--- src/rtl/spike_rate_decoder_if.sv ---
// Result handshake bundle between spike_rate_decoder (master) and the readout logic (slave).
// The first-spike latency fields exist only when SPIKE_DEC_LATENCY_EN is defined.
interface spike_rate_decoder_if #(
  parameter int CNT_W = 10
`ifdef SPIKE_DEC_LATENCY_EN
  , parameter int WIN_W = 10
`endif
);

  logic [CNT_W-1:0] result_count;
  logic             result_fire;
  logic             result_valid;
  logic             result_ready;
  logic             overrun;
`ifdef SPIKE_DEC_LATENCY_EN
  logic [WIN_W-1:0] first_latency;
  logic             no_spike;
`endif

  modport master (
    output result_count,
    output result_fire,
    output result_valid,
    output overrun,
`ifdef SPIKE_DEC_LATENCY_EN
    output first_latency,
    output no_spike,
`endif
    input  result_ready
  );

  modport slave (
    input  result_count,
    input  result_fire,
    input  result_valid,
    input  overrun,
`ifdef SPIKE_DEC_LATENCY_EN
    input  first_latency,
    input  no_spike,
`endif
    output result_ready
  );

endinterface

--- src/rtl/spike_rate_decoder.sv ---
// Counts rising edges of spike_in over gapless WINDOW-cycle windows and offers each count
// plus a threshold class over a valid/ready handshake. Optional macro: SPIKE_DEC_LATENCY_EN.
module spike_rate_decoder #(
  parameter int WINDOW    = 1024,
  parameter int CNT_W     = 10,
  parameter int THRESHOLD = 8
) (
  input  logic                clk,
  input  logic                rst,
  input  logic                spike_in,
  input  logic                enable,
  output logic                busy,
  spike_rate_decoder_if.master res
);

  localparam int WIN_W = (WINDOW > 1) ? $clog2(WINDOW) : 1;

  localparam logic [0:0]       ST_IDLE  = 1'b0;
  localparam logic [0:0]       ST_COUNT = 1'b1;

  localparam logic [WIN_W-1:0] LAST_C   = WIN_W'(WINDOW - 1);
  localparam logic [CNT_W-1:0] CNT_MAX  = {CNT_W{1'b1}};
  localparam logic [CNT_W-1:0] THR_C    = CNT_W'(THRESHOLD);

  logic [0:0]       state_r;
  logic             busy_r;
  logic             spike_d_r;
  logic [WIN_W-1:0] cyc_r;
  logic [CNT_W-1:0] acc_r;
  logic [CNT_W-1:0] count_r;
  logic             fire_r;
  logic             valid_r;
  logic             overrun_r;

  logic             spike_s;
  logic             last_cyc_s;
  logic             win_done_s;
  logic             consume_s;
  logic             load_s;
  logic             drop_s;
  logic [CNT_W-1:0] acc_next_s;

  function automatic logic [CNT_W-1:0] sat_inc(input logic [CNT_W-1:0] v, input logic inc);
    if (inc && (v != CNT_MAX)) begin
      sat_inc = v + CNT_W'(1'b1);
    end else begin
      sat_inc = v;
    end
  endfunction

  assign spike_s    = spike_in & ~spike_d_r;
  assign last_cyc_s = (cyc_r == LAST_C);
  assign win_done_s = (state_r == ST_COUNT) && enable && last_cyc_s;
  assign acc_next_s = sat_inc(acc_r, spike_s);
  assign consume_s  = valid_r && res.result_ready;
  // A completing window is accepted when the slot is empty or being emptied this edge.
  assign load_s     = win_done_s && (!valid_r || consume_s);
  assign drop_s     = win_done_s && valid_r && !consume_s;

  // Previous spike level for rising-edge detection.
  always_ff @(posedge clk or negedge rst) begin
    if (!rst) begin
      spike_d_r <= 1'b0;
    end else begin
      spike_d_r <= spike_in;
    end
  end

  // Window sequencing: state, cycle index within window, spike accumulator.
  always_ff @(posedge clk or negedge rst) begin
    if (!rst) begin
      state_r <= ST_IDLE;
      busy_r  <= 1'b0;
      cyc_r   <= {WIN_W{1'b0}};
      acc_r   <= {CNT_W{1'b0}};
    end else begin
      case (state_r)
        ST_IDLE: begin
          cyc_r <= {WIN_W{1'b0}};
          acc_r <= {CNT_W{1'b0}};
          if (enable) begin
            state_r <= ST_COUNT;
            busy_r  <= 1'b1;
          end else begin
            state_r <= ST_IDLE;
            busy_r  <= 1'b0;
          end
        end
        ST_COUNT: begin
          if (!enable) begin
            state_r <= ST_IDLE;
            busy_r  <= 1'b0;
            cyc_r   <= {WIN_W{1'b0}};
            acc_r   <= {CNT_W{1'b0}};
          end else if (last_cyc_s) begin
            state_r <= ST_COUNT;
            busy_r  <= 1'b1;
            cyc_r   <= {WIN_W{1'b0}};
            acc_r   <= {CNT_W{1'b0}};
          end else begin
            state_r <= ST_COUNT;
            busy_r  <= 1'b1;
            cyc_r   <= cyc_r + WIN_W'(1'b1);
            acc_r   <= acc_next_s;
          end
        end
        default: begin
          state_r <= ST_IDLE;
          busy_r  <= 1'b0;
          cyc_r   <= {WIN_W{1'b0}};
          acc_r   <= {CNT_W{1'b0}};
        end
      endcase
    end
  end

  // Result slot: load, hold until consumed, sticky overrun on a dropped window.
  always_ff @(posedge clk or negedge rst) begin
    if (!rst) begin
      count_r   <= {CNT_W{1'b0}};
      fire_r    <= 1'b0;
      valid_r   <= 1'b0;
      overrun_r <= 1'b0;
    end else begin
      if (load_s) begin
        count_r <= acc_next_s;
        fire_r  <= (acc_next_s >= THR_C);
        valid_r <= 1'b1;
      end else if (consume_s) begin
        valid_r <= 1'b0;
      end else begin
        valid_r <= valid_r;
      end
      if (drop_s) begin
        overrun_r <= 1'b1;
      end else begin
        overrun_r <= overrun_r;
      end
    end
  end

`ifdef SPIKE_DEC_LATENCY_EN
  logic             seen_r;
  logic [WIN_W-1:0] lat_r;
  logic [WIN_W-1:0] first_lat_r;
  logic             no_spike_r;
  logic [WIN_W-1:0] first_lat_s;
  logic             no_spike_s;

  assign first_lat_s = seen_r ? lat_r : (spike_s ? cyc_r : LAST_C);
  assign no_spike_s  = ~(seen_r | spike_s);

  // Index of the first detected edge in the running window.
  always_ff @(posedge clk or negedge rst) begin
    if (!rst) begin
      seen_r <= 1'b0;
      lat_r  <= {WIN_W{1'b0}};
    end else if ((state_r == ST_COUNT) && enable && !last_cyc_s) begin
      if (spike_s && !seen_r) begin
        seen_r <= 1'b1;
        lat_r  <= cyc_r;
      end else begin
        seen_r <= seen_r;
        lat_r  <= lat_r;
      end
    end else begin
      seen_r <= 1'b0;
      lat_r  <= {WIN_W{1'b0}};
    end
  end

  // Latency result shares the load/hold/drop behaviour of result_count.
  always_ff @(posedge clk or negedge rst) begin
    if (!rst) begin
      first_lat_r <= {WIN_W{1'b0}};
      no_spike_r  <= 1'b0;
    end else if (load_s) begin
      first_lat_r <= first_lat_s;
      no_spike_r  <= no_spike_s;
    end else begin
      first_lat_r <= first_lat_r;
      no_spike_r  <= no_spike_r;
    end
  end

  assign res.first_latency = first_lat_r;
  assign res.no_spike      = no_spike_r;
`endif

  assign res.result_count = count_r;
  assign res.result_fire  = fire_r;
  assign res.result_valid = valid_r;
  assign res.overrun      = overrun_r;
  assign busy             = busy_r;

endmodule

--- src/flat_wrapper.sv ---
// flat-port wrapper written by rule: the top's interface ports become plain ports
module spike_rate_decoder_flat 
#(
  parameter int WINDOW    = 1024,
  parameter int CNT_W     = 10,
  parameter int THRESHOLD = 8
)
  (clk, rst, spike_in, enable, busy, res_result_count, res_result_fire, res_result_valid, res_overrun, res_result_ready);
  spike_rate_decoder_if #(.CNT_W(CNT_W)) res_i ();
  input  logic clk;
  input  logic rst;
  input  logic spike_in;
  input  logic enable;
  output logic busy;
  output wire logic [$bits(res_i.result_count)-1:0] res_result_count;
  output wire logic [$bits(res_i.result_fire)-1:0] res_result_fire;
  output wire logic [$bits(res_i.result_valid)-1:0] res_result_valid;
  output wire logic [$bits(res_i.overrun)-1:0] res_overrun;
  input wire logic [$bits(res_i.result_ready)-1:0] res_result_ready;
  assign res_result_count = res_i.result_count;
  assign res_result_fire = res_i.result_fire;
  assign res_result_valid = res_i.result_valid;
  assign res_overrun = res_i.overrun;
  assign res_i.result_ready = res_result_ready;
  spike_rate_decoder #(.WINDOW(WINDOW), .CNT_W(CNT_W), .THRESHOLD(THRESHOLD)) u_core (.clk(clk), .rst(rst), .spike_in(spike_in), .enable(enable), .busy(busy), .res(res_i));
endmodule
--- config.mk ---
export PLATFORM = sky130hd
export DESIGN_NAME = spike_rate_decoder_flat
export DESIGN_NICKNAME = d
export VERILOG_FILES = /design/src/rtl/spike_rate_decoder_if.sv /design/src/rtl/spike_rate_decoder.sv /design/src/flat_wrapper.sv
export SDC_FILE = /design/constraint.sdc
export NUM_CORES = 1
export LEC_CHECK = 0
export ABC_AREA = 1
export CAP_MARGIN = 15
export CORE_MARGIN = 2
export CORE_UTILIZATION = 52
export DETAILED_ROUTE_END_ITERATION = 6
export DONT_BUFFER_PORTS = 1
export GPL_ROUTABILITY_DRIVEN = 1
export PLACE_DENSITY = 0.77
export SYNTH_ARGS = -nofsm -noshare
export SYNTH_HDL_FRONTEND = slang
export SYNTH_SLANG_ARGS = --single-unit
export TNS_END_PERCENT = 1
--- constraint.sdc ---
create_clock -name clk -period 1.6 [get_ports clk]
set_clock_uncertainty 0.05 [all_clocks]
set_input_delay 0.32 -clock clk [delete_from_list [all_inputs] [get_ports clk]]
set_output_delay 0.32 -clock clk [all_outputs]
set_load 0.01 [all_outputs]
* Word-level counts from Yosys, hierarchy flattened
Index checks and enable logic that the tools add are counted.
Storage, ports and cells: flip-flop bits (word level) 35, input bits 5, output and inout bits 14
Cells by class: $lt $le $gt $ge 1, muxes and demuxes 10, reduce and logical (&&, ||, !) cells 11, add/sub/neg operators 2, eq/ne operators 2, bitwise logic cells 3
Operators by type and width (count):
- 2-to-1 mux 10 bit | 5
- case mux 10 bit (2 select lines) | 2
- adder 10 x 1 -> 10 bit (second input constant) | 2
- equality test 10 bit (second input constant) | 1
- greater-or-equal comparator 10 x 4 -> 1 bit (second input constant) | 1
- != test 10 bit (second input constant) | 1
- logical AND 1 bit | 7
- 2-to-1 mux 1 bit | 3
- logical NOT 1 bit | 2
- NOT 1 bit | 2
- nonzero test 2 bit | 1
- AND 1 bit | 1
- logical OR 1 bit | 1

* Depth between registers and ports, before layout
depth in word-level cells 7, gate-level depth with buffers 12, gate-level depth less buffers 12

* Worst setup path after synthesis
OpenSTA, ideal clock, no wires.
path kind reg2reg, start point reg u_core.acc_r[0], end point reg u_core.fire_r (netlist: u_core.res.result_fire), setup slack 0.083 ns, arrival time 1.351 ns, stages on the path, launching flop included 13, cell sequence dfrtp_1 ha_1 inv_1 nor2_1 nand3_1 nand2_1 buf_6 nand2_1 o21ai_0 nor2_1 nand3_1 nand2_1 nand2_1
Between the ends: word-level cells in the longest chain between the ends 4, elaborated cells on any way between the ends 5, classes of those cells add/sub: 1; order compare: 1; eq/ne: 1; mux: 1; reduce/logical: 1
RTL lines:
- start: declaration | line spike_rate_decoder.sv:29 | logic [CNT_W-1:0] acc_r;
- start signal: assignment | line spike_rate_decoder.sv:75 | acc_r <= {CNT_W{1'b0}};
- start signal: assignment | line spike_rate_decoder.sv:80 | acc_r <= {CNT_W{1'b0}};
- start signal: assignment | line spike_rate_decoder.sv:94 | acc_r <= {CNT_W{1'b0}};
- parallel branches: the longest is 2 deep, another holds adder 10 x 1 -> 10 bit
- 2-to-1 mux 10 bit (*) | line spike_rate_decoder.sv:44 | if (inc && (v != CNT_MAX)) begin
- greater-or-equal comparator 10 x 4 -> 1 bit (*) | line spike_rate_decoder.sv:127 | fire_r <= (acc_next_s >= THR_C);
- end signal: assignment | line spike_rate_decoder.sv:127
- end: declaration | line spike_rate_decoder.sv:31 | logic fire_r;
Every way passes the cells marked *. A chain may end at the register's enable or synchronous reset.

* Worst setup path after layout
start point reg u_core.cyc_r[1], end point reg u_core.count_r[5] (netlist: u_core.res.result_count[5])
Between the ends: word-level cells in the longest chain between the ends 3
RTL lines:
- start: declaration | line spike_rate_decoder.sv:28 | logic [WIN_W-1:0] cyc_r;
- start signal: assignment | line spike_rate_decoder.sv:74 | cyc_r <= {WIN_W{1'b0}};
- start signal: assignment | line spike_rate_decoder.sv:79 | cyc_r <= {WIN_W{1'b0}};
- start signal: assignment | line spike_rate_decoder.sv:93 | cyc_r <= {WIN_W{1'b0}};
- equality test 10 bit | line spike_rate_decoder.sv:52 | assign last_cyc_s = (cyc_r == LAST_C);
- logical AND 1 bit | line spike_rate_decoder.sv:53 | assign win_done_s = (state_r == ST_COUNT) && enable && last_cyc_s;
- logical AND 1 bit | line spike_rate_decoder.sv:57 | assign load_s = win_done_s && (!valid_r || consume_s);
- end signal: assignment | line spike_rate_decoder.sv:120 | count_r <= {CNT_W{1'b0}};
- end signal: assignment | line spike_rate_decoder.sv:126 | count_r <= acc_next_s;
- end: declaration | line spike_rate_decoder.sv:30 | logic [CNT_W-1:0] count_r;
Every way passes these cells.

==> results list <==
- The flow ran to the end, but the final reports show violations.
- The checks that failed: setup timing.
- Data on the critical path is required at its endpoint by 1.81 ns.
- For this block, the initial DRC count from the detailed router was 58.
- Worst IR drop on VDD: 0.0006283 V
* Synth Cell Area: 1692 µm²
* Final weighted congestion in routability-driven placement: 0.8191
* Transition time at the pin with the least slew margin: 0.2642 ns
- Slew HR: 82.20%
- Net Sw Frac: 23.04%
* Ordered list of cells on the worst path: ha_2 -> nand2_2 -> nor2_4 -> nand4_4 -> nor2_4 -> nand3_2 -> buf_12 -> clkinv_4 -> nor2_1 -> a31oi_1
- Prevailing post-synth register cell: sky130_fd_sc_hd__dfrtp_1
- Across the run, the number of max-cap violations was 0.
- The detail route stage leaves a number of antenna-violating nets equal to 0.
- Cells with a size suffix above 1 make up 21.55% of the layout.
- First-pass GRT wire length: 5789 µm
- Counting instances in the post-synthesis netlist gives the leading cell types as sky130_fd_sc_hd__nand2_1, sky130_fd_sc_hd__dfrtp_1, sky130_fd_sc_hd__inv_1.
- After layout, the worst path uses 102.8% of the clock period.
- Die outline height: 61.04 µm
- Total number of nets in the final design: 238
- Data arrives at the worst endpoint at 1.85 ns.
- Of the post-synthesis cell area, the dominant cell type holds 51.78%.
- Synthesis handed over a netlist of 206 instances.
- Worst-skew pair later-pin latency: 0.34 ns
- The largest single stage delay on the critical path is 0.39 ns.
* Switching power total: 326.9 µW
- Counting both buffers and inverters, the worst setup path holds a total of 2.
- Share of flip-flops with an asynchronous set or reset: 100.0%
- Once the floorplan was initialized, standard cells occupied 54.96% of the core.
- Entering global routing, the biggest net connects 36 pins.
* I/O pin count: 19
* Signed area change from the synthesized netlist to the final layout: 20.12%
- After layout, the worst setup slack is -0.04441 ns.
- Static leakage: 0.0009636 µW
* Fill cell instance count of the final layout: 247
- Average routed wire per standard cell: 12.59 µm
- Count of placed standard cells including taps: 261
- Share of power burned in the clock network: 31.3%
- Clock tree synthesis found a total of 35 sinks.
* Comb pwr share: 5.5%
- Layout Cell Area excl Fill: 2032 µm²
* Unrepaired setup endpoints after global routing: yes
- Cell type of the slowest stage on the worst timing path: sky130_fd_sc_hd__dfrtp_1
* Most common cell in the synthesized netlist: sky130_fd_sc_hd__nand2_1
- Power per Cell Area: 698.2 nW/µm²
* Minimum hold slack: 0.2147 ns
* Number of nets produced by synthesis: 213
- P_int: 1092 µW
* Initial antenna violation count: 0
- Min Tclk post-route: 1.644 ns
* Maximum buffer depth of the clock tree: 2
* Total clock buffers created by CTS: 5
- The max-slew violation count was 0.
* Path type of the worst min-delay path: in -> reg
- Port Buffer Count: 0
* CP most frequent cell: sky130_fd_sc_hd__nor2_4
- Summed over all instances, the cell type with the most area after synthesis is sky130_fd_sc_hd__dfrtp_1.
- Total via count after detailed routing: 1383
- Count of synthesis-stage warnings from yosys: 0
- Flops & latches, synth: 35
* Clock root buffer master: sky130_fd_sc_hd__clkbuf_4
- Dividing the detail-routed via count by the number of cells gives 5.011.
* Power consumption: 1419 µW
- The first detailed-routing pass took 4 iterations.
- From left edge to right edge, the die measures 61.04 µm.
- F_max: 608.1 MHz
- Via count of the first global-routing pass: 1317
* Clock tree from TritonCTS: built
* Worst-path maximum fanout: 20
- Setup violations remaining at the end of the flow were counted as 7.
- Sequential group share of total power: 63.1%
* Critical Path Start Type: register
- Nature of the critical path endpoint: register
- Summing all placed instances gives a cell area of 1837 µm².
* Clk slew on worst S/H paths: 0.11 ns
- Most area-consuming cells after synthesis: sky130_fd_sc_hd__dfrtp_1, sky130_fd_sc_hd__nand2_1, sky130_fd_sc_hd__inv_1, sky130_fd_sc_hd__nor2_1, sky130_fd_sc_hd__o21ai_0
- GRT Util Overall: 21.50%
* Detailed Place HPWL: 2422 µm
- Count of non-filler cells in the finished layout: 276
* Category of the critical setup timing path: reg -> reg
* EDFF count, synth: 0
* Total Wirelength: 3476 µm
- After synthesis, the netlist uses 25 different library cells.
- The region available for standard cell placement spans 3078 µm².
- H-Tree Depth: 2
- The repair_antennas step left the layout with diodes totalling 0.
- Placement row count: 20
- The final count of hold timing violations came to 0.
- In the routed design, unresolved DRC markers number 0.
* Post-route setup TNS: -0.1284 ns
- Die outline area: 3725 µm²
* Gr ovfl total: 0
* Sequential element share of the synthesized area: 51.78%
* Largest delay share family, worst path: simple AND/OR/NAND/NOR gates
- Avg Synthesized Cell Area: 8.212 µm²
==> power by group through the flow <==
stage          Sequential (µW)  Clock [µW]  Combinational [µW]
2_1_floorplan              913           0                27.2
3_3_place_gp               912           0                41.2
3_5_place_dp               913           0                43.1
4_1_cts                    895         457                73.8
5_1_grt                    897         493                89.3
6_report                   896         445                78.5
==> stage by stage <==
stage | utilization [%] | worst slack, ns
detailed placement | 59.67 | -0.1373
global placement | 59.67 | -0.07411
CTS | 63.58 | -0.04856
floorplan | - | 0.08305
finish | 66.02 | -0.04441
global route | 66.02 | -0.1492
==> repair_timing <==
item / CTS / global route
gates resized for setup: 3 / 21
hold buffers: 4 / 0
gates cloned: 0 / 1
setup endpoints to repair: 17 / 30
setup buffers: 2 / 0
hold endpoints to repair: 37 / 0
pin swaps: 3 / 9
==> worst paths after layout <==
path	from	endpoint	slack, ns	cells past startpoint
max in group asynchronous	rst	u_core.res.result_fire	0.96	2
worst max-delay path	u_core.cyc_r[1]	u_core.res.result_count[5]	-0.04	10
min in group asynchronous	rst	u_core.cyc_r[5]	0.35	2
worst min-delay path	res_result_ready	u_core.res.result_valid	0.21	3
worst max register to register	u_core.cyc_r[1]	u_core.res.result_count[5]	-0.04	10
worst min register to register	u_core.cyc_r[9]	u_core.cyc_r[9]	0.42	1
==> layer usage <==
layer  wire [µm]  global-route usage, %
met5           0                      0
met3         214                  6.303
met4          72                  8.075
met1        1590                  30.97
met2        1600                  31.00
==> final cells by class <==
class / count / area (µm²) / area share, %
sequential: 35 / 875.8 / 43.10
multi-input combinational: 137 / 735.7 / 36.21
timing repair buffer: 21 / 193.9 / 9.544
inverter: 31 / 121.4 / 5.973
tap: 44 / 55.05 / 2.709
clock buffer: 7 / 45.04 / 2.217
clock inverter: 1 / 5.005 / 0.2463
==> state kept, by name, indices dropped and copies added, names as in the netlist <==
| register | count |
|---|---|
| u_core.acc_r | 10 |
| u_core.cyc_r | 10 |
| u_core.res.overrun | 1 |
| u_core.res.result_count | 10 |
| u_core.res.result_fire | 1 |
| u_core.res.result_valid | 1 |
| u_core.spike_d_r | 1 |
| u_core.state_r | 1 |
==> cells in the final DEF (no fill, tap or decap), types with 6 or more instances in the layout <==
cell type                  n
sky130_fd_sc_hd__inv_1    28
sky130_fd_sc_hd__o21ai_1   7
sky130_fd_sc_hd__nor2_1   22
sky130_fd_sc_hd__o21ai_0  12
sky130_fd_sc_hd__nand3_1   6
sky130_fd_sc_hd__dfrtp_1  35
sky130_fd_sc_hd__nand2_1  51
sky130_fd_sc_hd__nand2_2   6
sky130_fd_sc_hd__buf_4    15
==> worst reg2reg max path: cells and delay by family, from the launching register on <==
family | cells | cell delay, ns
DFF | 1 | 0.39
buffers and inverters | 2 | 0.21
adders and majority gates | 1 | 0.20
AOI/OAI and AO/OA | 1 | 0.13
and+or+nand+nor | 6 | 0.58
==> cells by family (layout without fill, tap and decap cells) <==
group / after synthesis / in the layout / share of synthesized area, %
AOI/OAI and AO/OA: 27 / 27 / 8.432
adders and majority gates: 2 / 2 / 1.479
xor gates and xnor gates: 4 / 4 / 2.071
buffers and inverters: 35 / 60 / 9.246
DFF: 35 / 35 / 51.78
and+or+nand+nor: 103 / 104 / 27.00
No activity file was read; power rests on OpenSTA's default activity.
